<file path="src/rtl/spi_slave_ctrl.sv">
// -----------------------------------------------------------------------------
// spi_slave_ctrl
//
// Control half of an SPI mode-0 (CPOL=0, CPHA=0) slave. The pins arrive
// asynchronously to clk and are brought into the clk domain here. This block
// owns the frame FSM, receive path, one-entry transmit buffer and error
// strobes. The MISO shift register lives outside this block and is driven
// by tx_word, cs_n, cs_n_negedge and shift_en.
//
// Parameters
//   DATA_WIDTH   word length in bits (2..32)
//
// Ports
//   clk, rst_n        system clock, asynchronous active-low reset
//   sclk, cs_n_in     raw SPI clock / chip-select pins (asynchronous)
//   mosi              raw SPI master-out data pin (asynchronous)
//   tx_data/tx_valid  next word to transmit, with its valid
//   tx_ready          transmit buffer empty, a word can be accepted
//   tx_word           word presented to the MISO shifter's data_in
//   cs_n              synchronized chip-select (to the MISO shifter)
//   cs_n_negedge      1-clk pulse when a frame starts (FSM in LOAD)
//   shift_en          1-clk pulse per qualified sclk falling edge
//   rx_data/rx_valid  last complete received word (MSB first) + update pulse
//   underrun          1-clk pulse: frame started with an empty tx buffer
//   frame_err         1-clk pulse: chip-select released mid-word
//   busy              FSM not in IDLE
// -----------------------------------------------------------------------------
module spi_slave_ctrl #(
  parameter int DATA_WIDTH = 8
) (
  input  logic                  clk,
  input  logic                  rst_n,
  input  logic                  sclk,
  input  logic                  cs_n_in,
  input  logic                  mosi,
  input  logic [DATA_WIDTH-1:0] tx_data,
  input  logic                  tx_valid,
  output logic                  tx_ready,
  output logic [DATA_WIDTH-1:0] tx_word,
  output logic                  cs_n,
  output logic                  cs_n_negedge,
  output logic                  shift_en,
  output logic [DATA_WIDTH-1:0] rx_data,
  output logic                  rx_valid,
  output logic                  underrun,
  output logic                  frame_err,
  output logic                  busy
);

  localparam int                 CNT_W    = $clog2(DATA_WIDTH + 1);
  localparam logic [CNT_W-1:0]   CNT_FULL = CNT_W'(DATA_WIDTH);
  localparam logic [CNT_W-1:0]   CNT_LAST = CNT_W'(DATA_WIDTH - 1);

  typedef enum logic [1:0] {
    IDLE  = 2'd0,
    LOAD  = 2'd1,
    SHIFT = 2'd2
  } state_t;

  // ---------------------------------------------------------------------------
  // Pin synchronizers. Index 0 is the metastability-catching flop, index 1 is
  // the synchronized level, index 2 (sclk/cs only) is the previous level for
  // edge detection. Registering the resulting strobes gives pin-to-pulse
  // latency of 3 clk. mosi travels through the same two stages as sclk so the
  // data bit stays aligned with its rising edge.
  // ---------------------------------------------------------------------------
  logic [2:0] sclk_sync;
  logic [2:0] cs_sync;
  logic [1:0] mosi_sync;

  // NOTE: state in clocked blocks is always assigned with <=, so every flop
  // samples the pre-edge value of its neighbours regardless of block order.
  always_ff @(posedge clk or negedge rst_n) begin
    if (!rst_n) begin
      sclk_sync <= 3'b000;
      cs_sync   <= 3'b111;   // chip-select idles deasserted
      mosi_sync <= 2'b00;
    end else begin
      sclk_sync <= {sclk_sync[1:0], sclk};
      cs_sync   <= {cs_sync[1:0], cs_n_in};
      mosi_sync <= {mosi_sync[0], mosi};
    end
  end

  logic sclk_rise;
  logic sclk_fall;
  logic cs_fall;
  logic cs_high;
  logic mosi_s;

  assign sclk_rise = sclk_sync[1] & ~sclk_sync[2];
  assign sclk_fall = ~sclk_sync[1] & sclk_sync[2];
  assign cs_fall   = ~cs_sync[1] & cs_sync[2];
  assign cs_high   = cs_sync[1];
  assign mosi_s    = mosi_sync[1];
  assign cs_n      = cs_sync[1];

  // ---------------------------------------------------------------------------
  // Frame FSM and event strobes
  // ---------------------------------------------------------------------------
  state_t             state_q;
  state_t             state_d;
  logic [CNT_W-1:0]   bit_cnt;
  logic [DATA_WIDTH-1:0] rx_shift;
  logic               rx_capture;   // last bit shifted in; copy to rx_data next

  logic shift_bit;
  logic rx_capture_d;
  logic shift_en_d;
  logic frame_err_d;

  always_ff @(posedge clk or negedge rst_n) begin
    if (!rst_n) state_q <= IDLE;
    else        state_q <= state_d;
  end

  // NOTE: every signal driven here gets a default before the case statement;
  // a path that leaves one unassigned would infer a latch.
  always_comb begin
    state_d      = state_q;
    shift_bit    = 1'b0;
    rx_capture_d = 1'b0;
    shift_en_d   = 1'b0;
    frame_err_d  = 1'b0;
    unique case (state_q)
      IDLE: begin
        if (cs_fall) state_d = LOAD;
      end
      LOAD: begin
        state_d = SHIFT;
      end
      SHIFT: begin
        // Leaving on the synchronized level rather than the edge also catches
        // a chip-select that rose while the FSM was still passing through
        // LOAD; in the normal case the two coincide.
        if (cs_high) begin
          state_d     = IDLE;
          frame_err_d = (bit_cnt != CNT_FULL);
        end else begin
          // Once the word is complete further sclk edges are ignored until
          // the next frame.
          if (sclk_rise && (bit_cnt != CNT_FULL)) begin
            shift_bit    = 1'b1;
            rx_capture_d = (bit_cnt == CNT_LAST);
          end
          // The MISO shifter presents bit 0 on the LOAD cycle itself, so only
          // the falling edges after bits 1..DATA_WIDTH-1 advance it.
          if (sclk_fall && (bit_cnt != '0) && (bit_cnt != CNT_FULL)) begin
            shift_en_d = 1'b1;
          end
        end
      end
      default: state_d = IDLE;
    endcase
  end

  // ---------------------------------------------------------------------------
  // Receive path
  // ---------------------------------------------------------------------------
  always_ff @(posedge clk or negedge rst_n) begin
    if (!rst_n) begin
      bit_cnt    <= '0;
      rx_shift   <= '0;
      rx_capture <= 1'b0;
      rx_data    <= '0;
      rx_valid   <= 1'b0;
      shift_en   <= 1'b0;
      frame_err  <= 1'b0;
    end else begin
      rx_capture <= rx_capture_d;
      rx_valid   <= rx_capture;
      shift_en   <= shift_en_d;
      frame_err  <= frame_err_d;

      if (state_q == LOAD) begin
        bit_cnt <= '0;
      end else if (shift_bit) begin
        bit_cnt <= bit_cnt + 1'b1;
      end

      if (shift_bit) begin
        rx_shift <= {rx_shift[DATA_WIDTH-2:0], mosi_s};
      end

      if (rx_capture) begin
        rx_data <= rx_shift;
      end
    end
  end

  // ---------------------------------------------------------------------------
  // One-entry transmit buffer. It is consumed in the LOAD cycle; a tx_valid
  // arriving in that same cycle refills it, so the buffer stays full.
  // ---------------------------------------------------------------------------
  logic                  buf_full;
  logic [DATA_WIDTH-1:0] buf_data;
  logic                  consume;
  logic                  load;

  assign consume = (state_q == LOAD);
  assign load    = tx_valid && (!buf_full || consume);

  // NOTE: the buffer word is reset along with its full flag even though
  // tx_word is already gated by buf_full; it costs one reset net and keeps
  // the register contents deterministic in simulation and on silicon.
  always_ff @(posedge clk or negedge rst_n) begin
    if (!rst_n) begin
      buf_full <= 1'b0;
      buf_data <= '0;
    end else if (load) begin
      buf_full <= 1'b1;
      buf_data <= tx_data;
    end else if (consume) begin
      buf_full <= 1'b0;
    end
  end

  // ---------------------------------------------------------------------------
  // Outputs. cs_n_negedge is exactly the single LOAD cycle, so tx_word is
  // guaranteed stable while the MISO shifter samples it.
  // ---------------------------------------------------------------------------
  assign tx_ready     = ~buf_full;
  assign tx_word      = buf_full ? buf_data : '0;
  assign cs_n_negedge = (state_q == LOAD);
  assign underrun     = (state_q == LOAD) && !buf_full;
  assign busy         = (state_q != IDLE);

endmodule

</file>
<file path="config.mk">
export PLATFORM = sky130hd
export DESIGN_NAME = spi_slave_ctrl
export DESIGN_NICKNAME = d
export VERILOG_FILES = /design/src/rtl/spi_slave_ctrl.sv
export SDC_FILE = /design/constraint.sdc
export NUM_CORES = 1
export LEC_CHECK = 0
export BUFFER_PORTS_ARGS = -buffer_cell sky130_fd_sc_hd__buf_4
export CAP_MARGIN = 0
export CORE_UTILIZATION = 56
export CTS_CLUSTER_SIZE = 24
export DETAILED_ROUTE_END_ITERATION = 6
export PLACE_DENSITY_LB_ADDON = 0.2
export SLEW_MARGIN = 20
export SYNTH_ARGS = -nofsm -noshare
export SYNTH_HDL_FRONTEND = slang
export SYNTH_SLANG_ARGS = --single-unit
</file>
<file path="constraint.sdc">
create_clock -name clk -period 4.6 [get_ports clk]
set_clock_uncertainty 0.05 [all_clocks]
set_input_delay 0.46 -clock clk [delete_from_list [all_inputs] [get_ports clk]]
set_output_delay 0.46 -clock clk [all_outputs]
set_load 0.02 [all_outputs]
</file>
==> flow_metrics.py, run 1 <==
metrics = {
    "floorplanning": {
        "die_h_um": 56.9,
        "die_w_um": 56.9,
        "coreArea_um2": 2810,
        "io_pins": 38,
        "die_area_um2": 3240,
        "initial_core_util": 0.602,
        "num_rows": 19,
    },
    "cts": {
        "post_cts_buffers": 0,
        "clk_path_buf_depth": 2,
        "cts.repair.resized": 0,
        "hold_buffers": 0,
        "cts_buffers": 5,
        "cts.sinks": 43,
        "cts_root_buffer": "clkbuf_4",
        "path_clk_slew_ps": 120,
        "insertion_delay_ps": 340,
        "ctsHtreeMaxLevel": 2,
        "cts_tree": "yes",
    },
    "worst_setup_path": {
        "path_max_fanout": 6,
        "critical_path_arrival_ps": 1420,
        "path_class": "flip-flop to output pin",
        "crit_path_max_incr_delay_ps": 440,
        "crit_chain": "nand2b_1 > inv_1 > buf_4",
        "rrSetupSlack_ps": 2980,
        "r2r_start": "state_q[1]",
        "cp-start-kind": "flip-flop",
        "end_kind": "output pin",
        "cp_slowest_cell": "dfrtp_1",
        "cp-startpoint": "state_q[1]",
        "cp_data_required_time_ps": 4090,
    },
    "yosys": {
        "synthFlopType": "dfrtp_1",
        "async_reset_ff_frac": 1.00,
        "synthCells": 115,
        "synth_cell_types": 29,
        "syn_avg_cell_area_um2": 14.7,
        "yosys_warnings": 0,
        "synth_edf_count": 0,
        "yosysSeqAreaShare": 0.640,
        "ys_ff_latch": 43,
        "syn-num-nets": 131,
        "synth_top_area_share": 0.593,
        "synth.area.top_cells": "dfrtp_1 59%, mux2_2 17%, dfstp_2 4.7%, and2_1 3.0%, ha_1 1.5%",
        "synth_top_cell_by_area": "dfrtp_1",
        "syn-cell-area_um2": 1690,
    },
    "placement": {
        "portBuffers": 37,
        "routabilityCongestion": 0.778,
        "placed_area_um2": 2000,
        "pre_cts_slack_ps": 2990,
        "place_hpwl_um": 1890,
    },
    "grt": {
        "grt_usage": 0.200,
        "grt_pass1_wl_um": 4920,
        "antenna_found_initial": 0,
        "grt_pass1_vias": 1054,
        "grt_max_degree": 44,
        "grt.overflow.total": 0,
    },
    "detailed_routing": {
        "drtIter0Drc": 37,
        "via_per_inst": 5.36,
        "drt-wirelength-per-cell_um": 14.3,
        "vias": 1013,
        "drt_pass1_iterations": 6,
        "antenna_left": 0,
        "drc": 2,
        "wirelength_um": 2700,
    },
    "final_layout": {
        "final_common_cell": "dfrtp_1",
        "syn_to_final_growth_pct": 24.3,
        "nFillCells": 186,
        "multiInputGateArea_um2": 578,
        "layout_common_cells": "40 x dfrtp_1, 37 x buf_4, 25 x mux2_2",
        "stdcell_area_um2": 2100,
        "fin_nets": 173,
        "antenna_cells": 0,
        "seq_area_um2": 1080,
        "drive_gt1_frac": 0.487,
    },
    "sta": {
        "fin_crit_sh": 0.419,
        "hold_violations": 0,
        "drv_slew": 0,
        "rsz0062_at_grt": "no",
        "fin_tns_setup_ps": 0,
        "min_period_ps": 1930,
        "timing.fmax_mhz": 519,
        "timing.final.ws_setup_ps": 2670,
        "worst_pin_slew_ps": 523,
        "holdWs_ps": 36.3,
        "max_slew_margin": 0.651,
        "setup_viol": 0,
    },
    "worst_hold_path": {
        "hold_class": "primary input to asynchronous set/reset pin",
    },
    "flow_run": {
        "drv_cap": 0,
    },
    "outcome": {
        "status": "finished, violations left",
        "violations": "design-rule violations",
    },
    "power": {
        "power_density_nw_per_um2": 442,
        "power_leakage_nw": 1.05,
        "power_mw": 0.927,
        "vdd_drop_max_v": 0.000311,
    },
}
==> state kept, by name, summed over array words and instances (netlist names), 2 cells and up <==
| name | count |
|---|---|
| buf_data | 8 |
| rx_data | 8 |
| rx_shift | 8 |
| bit_cnt | 4 |
| cs_sync | 3 |
| sclk_sync | 3 |
| mosi_sync | 2 |
| state_q | 2 |
==> where the power goes <==
| part | switching (mW) | total, mW | internal, mW |
|---|---|---|---|
| Clock | 0.114 | 0.284 | 0.170 |
| Sequential | 0.0285 | 0.452 | 0.423 |
| Combinational | 0.0921 | 0.191 | 0.0989 |
==> worst max-delay path: cells and delay by family, from the launching register on <==
kind / cells / cell delay, ps
simple gates: 1 / 290
flops: 1 / 440
buf+inv: 2 / 360
==> synthesized netlist by cell type (2+ instances only) <==
cell       n
dfrtp_1   40
inv_1      6
and2_1     8
nor2_1     3
dfstp_2    3
clkbuf_1   2
ha_1       2
mux2_2    25
nand2b_1   3
nand2_1    4
==> kinds of logic (layout without fill, tap and decap cells) <==
kind of cell	Yosys count	count (layout)	synth area share
AO/OA/AOI/OAI	7	7	0.0430
adder cells (fa/ha/maj)	2	2	0.0148
buffers and inverters	8	51	0.0178
flip-flops	43	43	0.640
multiplexers	26	26	0.173
AND/OR/NAND/NOR	29	29	0.112
==> metal layers <==
layer	share of wire	routed length, um	up-vias	GRT usage
li1	-	-	481	-
met1	0.45	1210	507	0.271
met2	0.51	1370	23	0.316
met3	0.040	108	2	0.0484
met4	0.0059	16	0	0.0732
met5	0	0	-	0
==> path summary, 6_finish.rpt <==
path	end	depth (start not counted)
max	cs_n_negedge	3
min	rx_shift[2]	1
max reg2reg	buf_data[0]	3
min reg2reg	mosi_sync[1]	0
max in group asynchronous	cs_sync[2]	1
min in group clk	mosi_sync[0]	1
==> final cells by class <==
class,instances,area share
timing repair buffer,37,0.132
sequential,43,0.515
clock inverter,2,0.0286
inverter,6,0.0107
multi-input combinational,64,0.275
clock buffer,6,0.0197
tap,31,0.0185
==> through the flow <==
stage	cells	utilization
after floorplan	115	-
after global placement	181	0.712
after detailed placement	181	0.712
after CTS	189	0.748
after global routing	189	0.748
final	189	0.748
Power figures use the tool's default switching activity.
==> inputs of run 2 (changes only) <==
Settings changed: CORE_UTILIZATION 56 to 47.
Clock period 4.6 ns to 1.55 ns, I/O delays scaled along.
==> run 2 against run 1 <==
  * The flow now finishes without violations
  * Routed wire length grew 13%
  * Final cell count grew 20%
  * Via count grew 11%
  * First-iteration DRC count shrank 5.4%
  * Combinational power grew to 3.5 times the previous value
  * Register-to-register slack lost 2900 ps
  * Clock power grew 110%
  * Clock-buffer cell count grew 2
  * Power grew to 2.8 times the previous value
  * Flip-flop and latch count is the same
  * Core utilization shrank 5.1 points
  * Sequential share of layout area shrank 5.7 points
  * Largest cell class unchanged
  * Highest routed layer unchanged
==> flow_metrics.py, run 2 (same netlist as run 1, synthesis figures left out) <==
metrics = {
    "detailed_routing": {
        "drt_pass1_iterations": 4,
        "drt-wirelength-per-cell_um": 13.5,
        "wirelength_um": 3050,
        "vias": 1129,
        "drc": 0,
        "drtIter0Drc": 35,
        "antenna_left": 0,
        "via_per_inst": 5.00,
    },
    "sta": {
        "drv_slew": 0,
        "max_slew_margin": 0.647,
        "fin_crit_sh": 0.978,
        "timing.fmax_mhz": 660,
        "rsz0062_at_grt": "yes",
        "worst_pin_slew_ps": 530,
        "hold_violations": 0,
        "setup_viol": 0,
        "fin_tns_setup_ps": 0,
        "min_period_ps": 1520,
    },
    "grt": {
        "grt_pass1_wl_um": 4800,
        "grt_usage": 0.181,
        "grt_max_degree": 44,
        "grt.overflow.total": 0,
        "antenna_found_initial": 0,
        "grt_pass1_vias": 1081,
    },
    "cts": {
        "cts_tree": "yes",
        "ctsHtreeMaxLevel": 2,
        "clk_path_buf_depth": 2,
        "cts_buffers": 5,
        "cts.sinks": 43,
        "insertion_delay_ps": 350,
        "cts_root_buffer": "clkbuf_4",
        "path_clk_slew_ps": 120,
    },
    "power": {
        "power_leakage_nw": 1.16,
        "vdd_drop_max_v": 0.000918,
        "switching_share": 0.276,
        "intPower_mw": 1.88,
        "combPwrFrac": 0.256,
        "p_switching_mw": 0.717,
        "seq_power_share": 0.512,
        "power_mw": 2.60,
        "power_density_nw_per_um2": 1100,
        "clockPowerShare": 0.232,
    },
    "outcome": {
        "status": "completed",
    },
    "worst_setup_path": {
        "path_class": "flip-flop to output pin",
        "critical_path_arrival_ps": 1310,
        "critPathTopFamily": "flip-flops",
        "cp_data_required_time_ps": 1340,
        "cp-start-kind": "flip-flop",
        "path_buf_inv": 1,
        "crit_chain": "or2_2 > buf_4",
        "cp_slowest_cell": "dfrtp_2",
        "crit_path_max_incr_delay_ps": 490,
        "r2r_start": "bit_cnt[1]",
        "cp-startpoint": "state_q[0]",
        "end_kind": "output pin",
        "path_max_fanout": 6,
    },
    "final_layout": {
        "drive_gt1_frac": 0.522,
        "stdcell_area_um2": 2360,
        "layout_common_cells": "44 x buf_4, 39 x dfrtp_1, 19 x mux2_2",
        "nFillCells": 227,
        "fin_nets": 195,
        "final_common_cell": "buf_4",
        "largestRegisters": "buf_data x8, rx_data x8, rx_shift x8",
        "post-route-util": 0.697,
        "antenna_cells": 0,
        "syn_to_final_growth_pct": 39.9,
    },
    "floorplanning": {
        "io_pins": 38,
        "num_rows": 21,
        "die_h_um": 61.9,
        "initial_core_util": 0.498,
        "die_w_um": 61.9,
        "coreArea_um2": 3390,
        "die_area_um2": 3830,
    },
    "placement": {
        "place_hpwl_um": 1960,
        "placed_area_um2": 2040,
        "routabilityCongestion": 0.848,
        "portBuffers": 37,
    },
    "worst_hold_path": {
        "hold_class": "primary input to asynchronous set/reset pin",
    },
    "flow_run": {
        "drv_cap": 0,
    },
}
[run 2: cell count changes in the layout (fill, tap and decap cells not counted), moves of 6 or more]
| cell | change |
|---|---|
| mux2_2 | -6 |
| dlygate4sd3_1 | +13 |
| mux2_4 | +6 |
| buf_4 | +7 |
[run 2: cell type report]
| class | count | area (um2) | share of cell area |
|---|---|---|---|
| inverters | 6 | 22.5 | 0.00954 |
| well taps | 46 | 57.6 | 0.0244 |
| flip-flops and latches | 43 | 1080 | 0.458 |
| repair buffers | 58 | 472 | 0.200 |
| multi-input cells | 65 | 659 | 0.279 |
| clock buffers | 8 | 68.8 | 0.0291 |
[run 2: what timing repair did]
item	CTS	global route
setup endpoints to repair	11	14
gates resized for setup	3	16
hold buffers	13	0
setup buffers	4	1
cloned	1	0
endpoints found under the hold margin	52	0
pin swaps	0	3
[run 2: final timing paths]
check / endpoint / slack, ps / cells after the start
setup / recovery: busy / 30 / 2
hold / removal: sclk_sync[0] / 260 / 2
setup reg to reg: rx_shift[1] / 40 / 5
hold reg to reg: sclk_sync[1] / 310 / 0
max in group asynchronous: state_q[0] / 820 / 2
min in group clk: sclk_sync[1] / 310 / 0
[run 2: power groups by stage]
stage / Clock [mW] / Sequential [mW] / Combinational (mW)
5_1_grt: 0.674 / 1.35 / 0.719
3_5_place_dp: 0 / 1.35 / 0.594
3_3_place_gp: 0 / 1.34 / 0.581
4_1_cts: 0.636 / 1.33 / 0.642
6_report: 0.604 / 1.33 / 0.666
2_1_floorplan: 0 / 1.34 / 0.350
[run 2: stage by stage]
stage	setup slack, ps	hold WS, ps	instances
floorplan	106	-191	115
global placement	55.4	113	199
detailed placement	-35.6	125	199
CTS	-1.50	265	225
global route	-36.3	315	226
finish	34.7	257	226
[run 2: metal layers]
layer | global-route usage | share of wire
met1 | 0.213 | 0.42
met2 | 0.293 | 0.51
met3 | 0.0683 | 0.053
met4 | 0.0857 | 0.018
met5 | 0 | 0
==> inputs of run 3 (changes only) <==
Settings changed: ABC_AREA from default to 1, CORE_UTILIZATION 47 to 48.
==> run 3 against run 2 <==
  * Power rose by 5.8%
  * Critical path type unchanged
  * Highest routed layer unchanged
  * Routed wire length rose by 6.9%
  * Global-route usage rose by 0.79 points
==> flow_metrics.py, run 3 <==
metrics = {
    "outcome": {
        "status": "completed",
    },
    "yosys": {
        "synth_most_common_cell": "nand2_1",
        "syn-cell-area_um2": 1760,
        "synth.area.top_cells": "dfrtp_1 57%, nand2_1 13%, nand3_1 4.8%, dfstp_2 4.5%, mux2_2 4.5%",
        "ys_ff_latch": 43,
        "synth_top_cell_by_area": "dfrtp_1",
        "synth_edf_count": 0,
        "async_reset_ff_frac": 1.00,
        "synthFlopType": "dfrtp_1",
        "syn_avg_cell_area_um2": 10.1,
        "yosys_warnings": 0,
        "synthCells": 174,
        "syn-num-nets": 190,
        "yosysSeqAreaShare": 0.614,
        "synth_top_area_share": 0.569,
        "synth_cell_types": 24,
        "yosys-top-cells-count": "59 x nand2_1, 40 x dfrtp_1, 18 x inv_1",
    },
    "final_layout": {
        "final_common_cell": "nand2_1",
        "fin_nets": 242,
        "syn_to_final_growth_pct": 28.4,
        "drive_gt1_frac": 0.296,
        "antenna_cells": 0,
        "post-route-util": 0.662,
        "largestRegisters": "buf_data x8, rx_data x8, rx_shift x8",
        "layout_common_cells": "59 x nand2_1, 40 x dfrtp_1, 38 x buf_4",
        "nFillCells": 279,
    },
    "sta": {
        "max_slew_margin": 0.657,
        "drv_slew": 0,
        "setup_viol": 0,
        "fin_crit_sh": 0.925,
        "timing.fmax_mhz": 697,
        "worst_pin_slew_ps": 514,
        "min_period_ps": 1430,
        "holdWs_ps": 59.6,
        "fin_tns_setup_ps": 0,
        "hold_violations": 0,
        "rsz0062_at_grt": "no",
    },
    "power": {
        "power_leakage_nw": 1.24,
        "power_mw": 2.75,
        "vdd_drop_max_v": 0.000812,
        "power_density_nw_per_um2": 1220,
    },
    "floorplanning": {
        "die_area_um2": 3910,
        "die_w_um": 62.5,
        "num_rows": 21,
        "initial_core_util": 0.515,
        "io_pins": 38,
        "coreArea_um2": 3420,
        "die_h_um": 62.5,
    },
    "worst_hold_path": {
        "hold_class": "primary input to flip-flop",
    },
    "grt": {
        "grt.overflow.total": 0,
        "grt_pass1_vias": 1267,
        "grt_usage": 0.189,
        "grt_max_degree": 44,
        "antenna_found_initial": 0,
        "grt_pass1_wl_um": 5660,
    },
    "cts": {
        "clk_path_buf_depth": 2,
        "path_clk_slew_ps": 110,
        "insertion_delay_ps": 350,
        "cts_buffers": 5,
        "cts_tree": "yes",
        "cts.sinks": 43,
        "post_cts_buffers": 0,
        "ctsHtreeMaxLevel": 2,
        "cts_root_buffer": "clkbuf_4",
    },
    "detailed_routing": {
        "drt_pass1_iterations": 7,
        "wirelength_um": 3260,
        "vias": 1328,
        "drc": 0,
        "antenna_left": 0,
        "via_per_inst": 4.88,
        "drt-wirelength-per-cell_um": 12.0,
        "drtIter0Drc": 57,
    },
    "placement": {
        "portBuffers": 37,
        "place_hpwl_um": 2150,
        "routabilityCongestion": 0.747,
    },
    "worst_setup_path": {
        "path_max_fanout": 11,
        "critical_path_arrival_ps": 1230,
        "crit_chain": "nand2_1 > inv_1 > buf_4",
        "rrSetupSlack_ps": 140,
        "crit_path_max_incr_delay_ps": 560,
        "end_kind": "output pin",
        "cp-start-kind": "flip-flop",
        "cp_slowest_cell": "dfrtp_1",
        "path_class": "flip-flop to output pin",
        "cp_data_required_time_ps": 1340,
    },
    "flow_run": {
        "drv_cap": 0,
    },
}
[run 3: changes by cell type after synthesis, sizes merged, moves of 4 or more]
cell | previous run | this run
nor2 | 3 | 7
and2 | 8 | 0
nand3 | 1 | 20
inv | 6 | 20
buf | 0 | 4
mux2 | 25 | 7
nand2 | 4 | 62
[run 3: final cells by class]
class	count	area, um2	area share
clock buffers	6	51.3	0.0227
clock inverters	1	5.00	0.00221
inverters	20	75.1	0.0332
multi-input cells	106	586	0.259
flip-flops and latches	43	1080	0.478
well taps	46	57.6	0.0255
repair buffers	50	405	0.179
[run 3: critical path: cells and delay by family, from the launching register on]
| kind | cells | cell delay [ps] |
|---|---|---|
| flip-flops | 1 | 560 |
| buffers and inverters | 2 | 220 |
| AND/OR/NAND/NOR | 1 | 100 |
[run 3: worst paths after layout]
path | start | to | cells past startpoint
max in group asynchronous | rst_n | cs_sync[2] | 2
hold / removal | tx_valid | buf_data[3] | 3
setup / recovery | buf_full | tx_word[2] | 3
hold reg to reg | cs_sync[0] | cs_sync[1] | 0
setup reg to reg | bit_cnt[0] | rx_shift[6] | 7
min in group asynchronous | rst_n | shift_en | 2
[run 3: what timing repair did]
action / CTS / global route
hold endpoints to repair: 51 / 0
gates resized for setup: 0 / 3
hold buffers: 12 / 0
setup endpoints to repair: 0 / 11
[run 3: routing by layer]
layer,vias up,global-route usage,wire length [um]
met2,27,0.299,1680
li1,647,-,-
met1,647,0.235,1390
met4,0,0.0872,65
met5,-,0,0
met3,7,0.0602,127
[run 3: cell families after synthesis]
logic type	share of synthesized area
compound gates	0.0128
xor+xnor	0.00498
fa+ha+maj	0.0142
buf+inv	0.0654
flops	0.614
mux	0.0448
simple gates	0.244
[run 3: report_power, final]
group | internal, mW | switching, mW
Combinational | 0.324 | 0.473
Sequential | 1.28 | 0.131
Clock | 0.210 | 0.334
Total | 1.81 | 0.938
[run 3: metrics by stage]
step                cell area [um2]  std cells  worst slack (ps)
floorplan                      1760        174               242
global placement               2060        252               170
detailed placement             2060        252              93.5
CTS                            2240        271              68.7
global route                   2260        272              20.1
finish                         2260        272               116
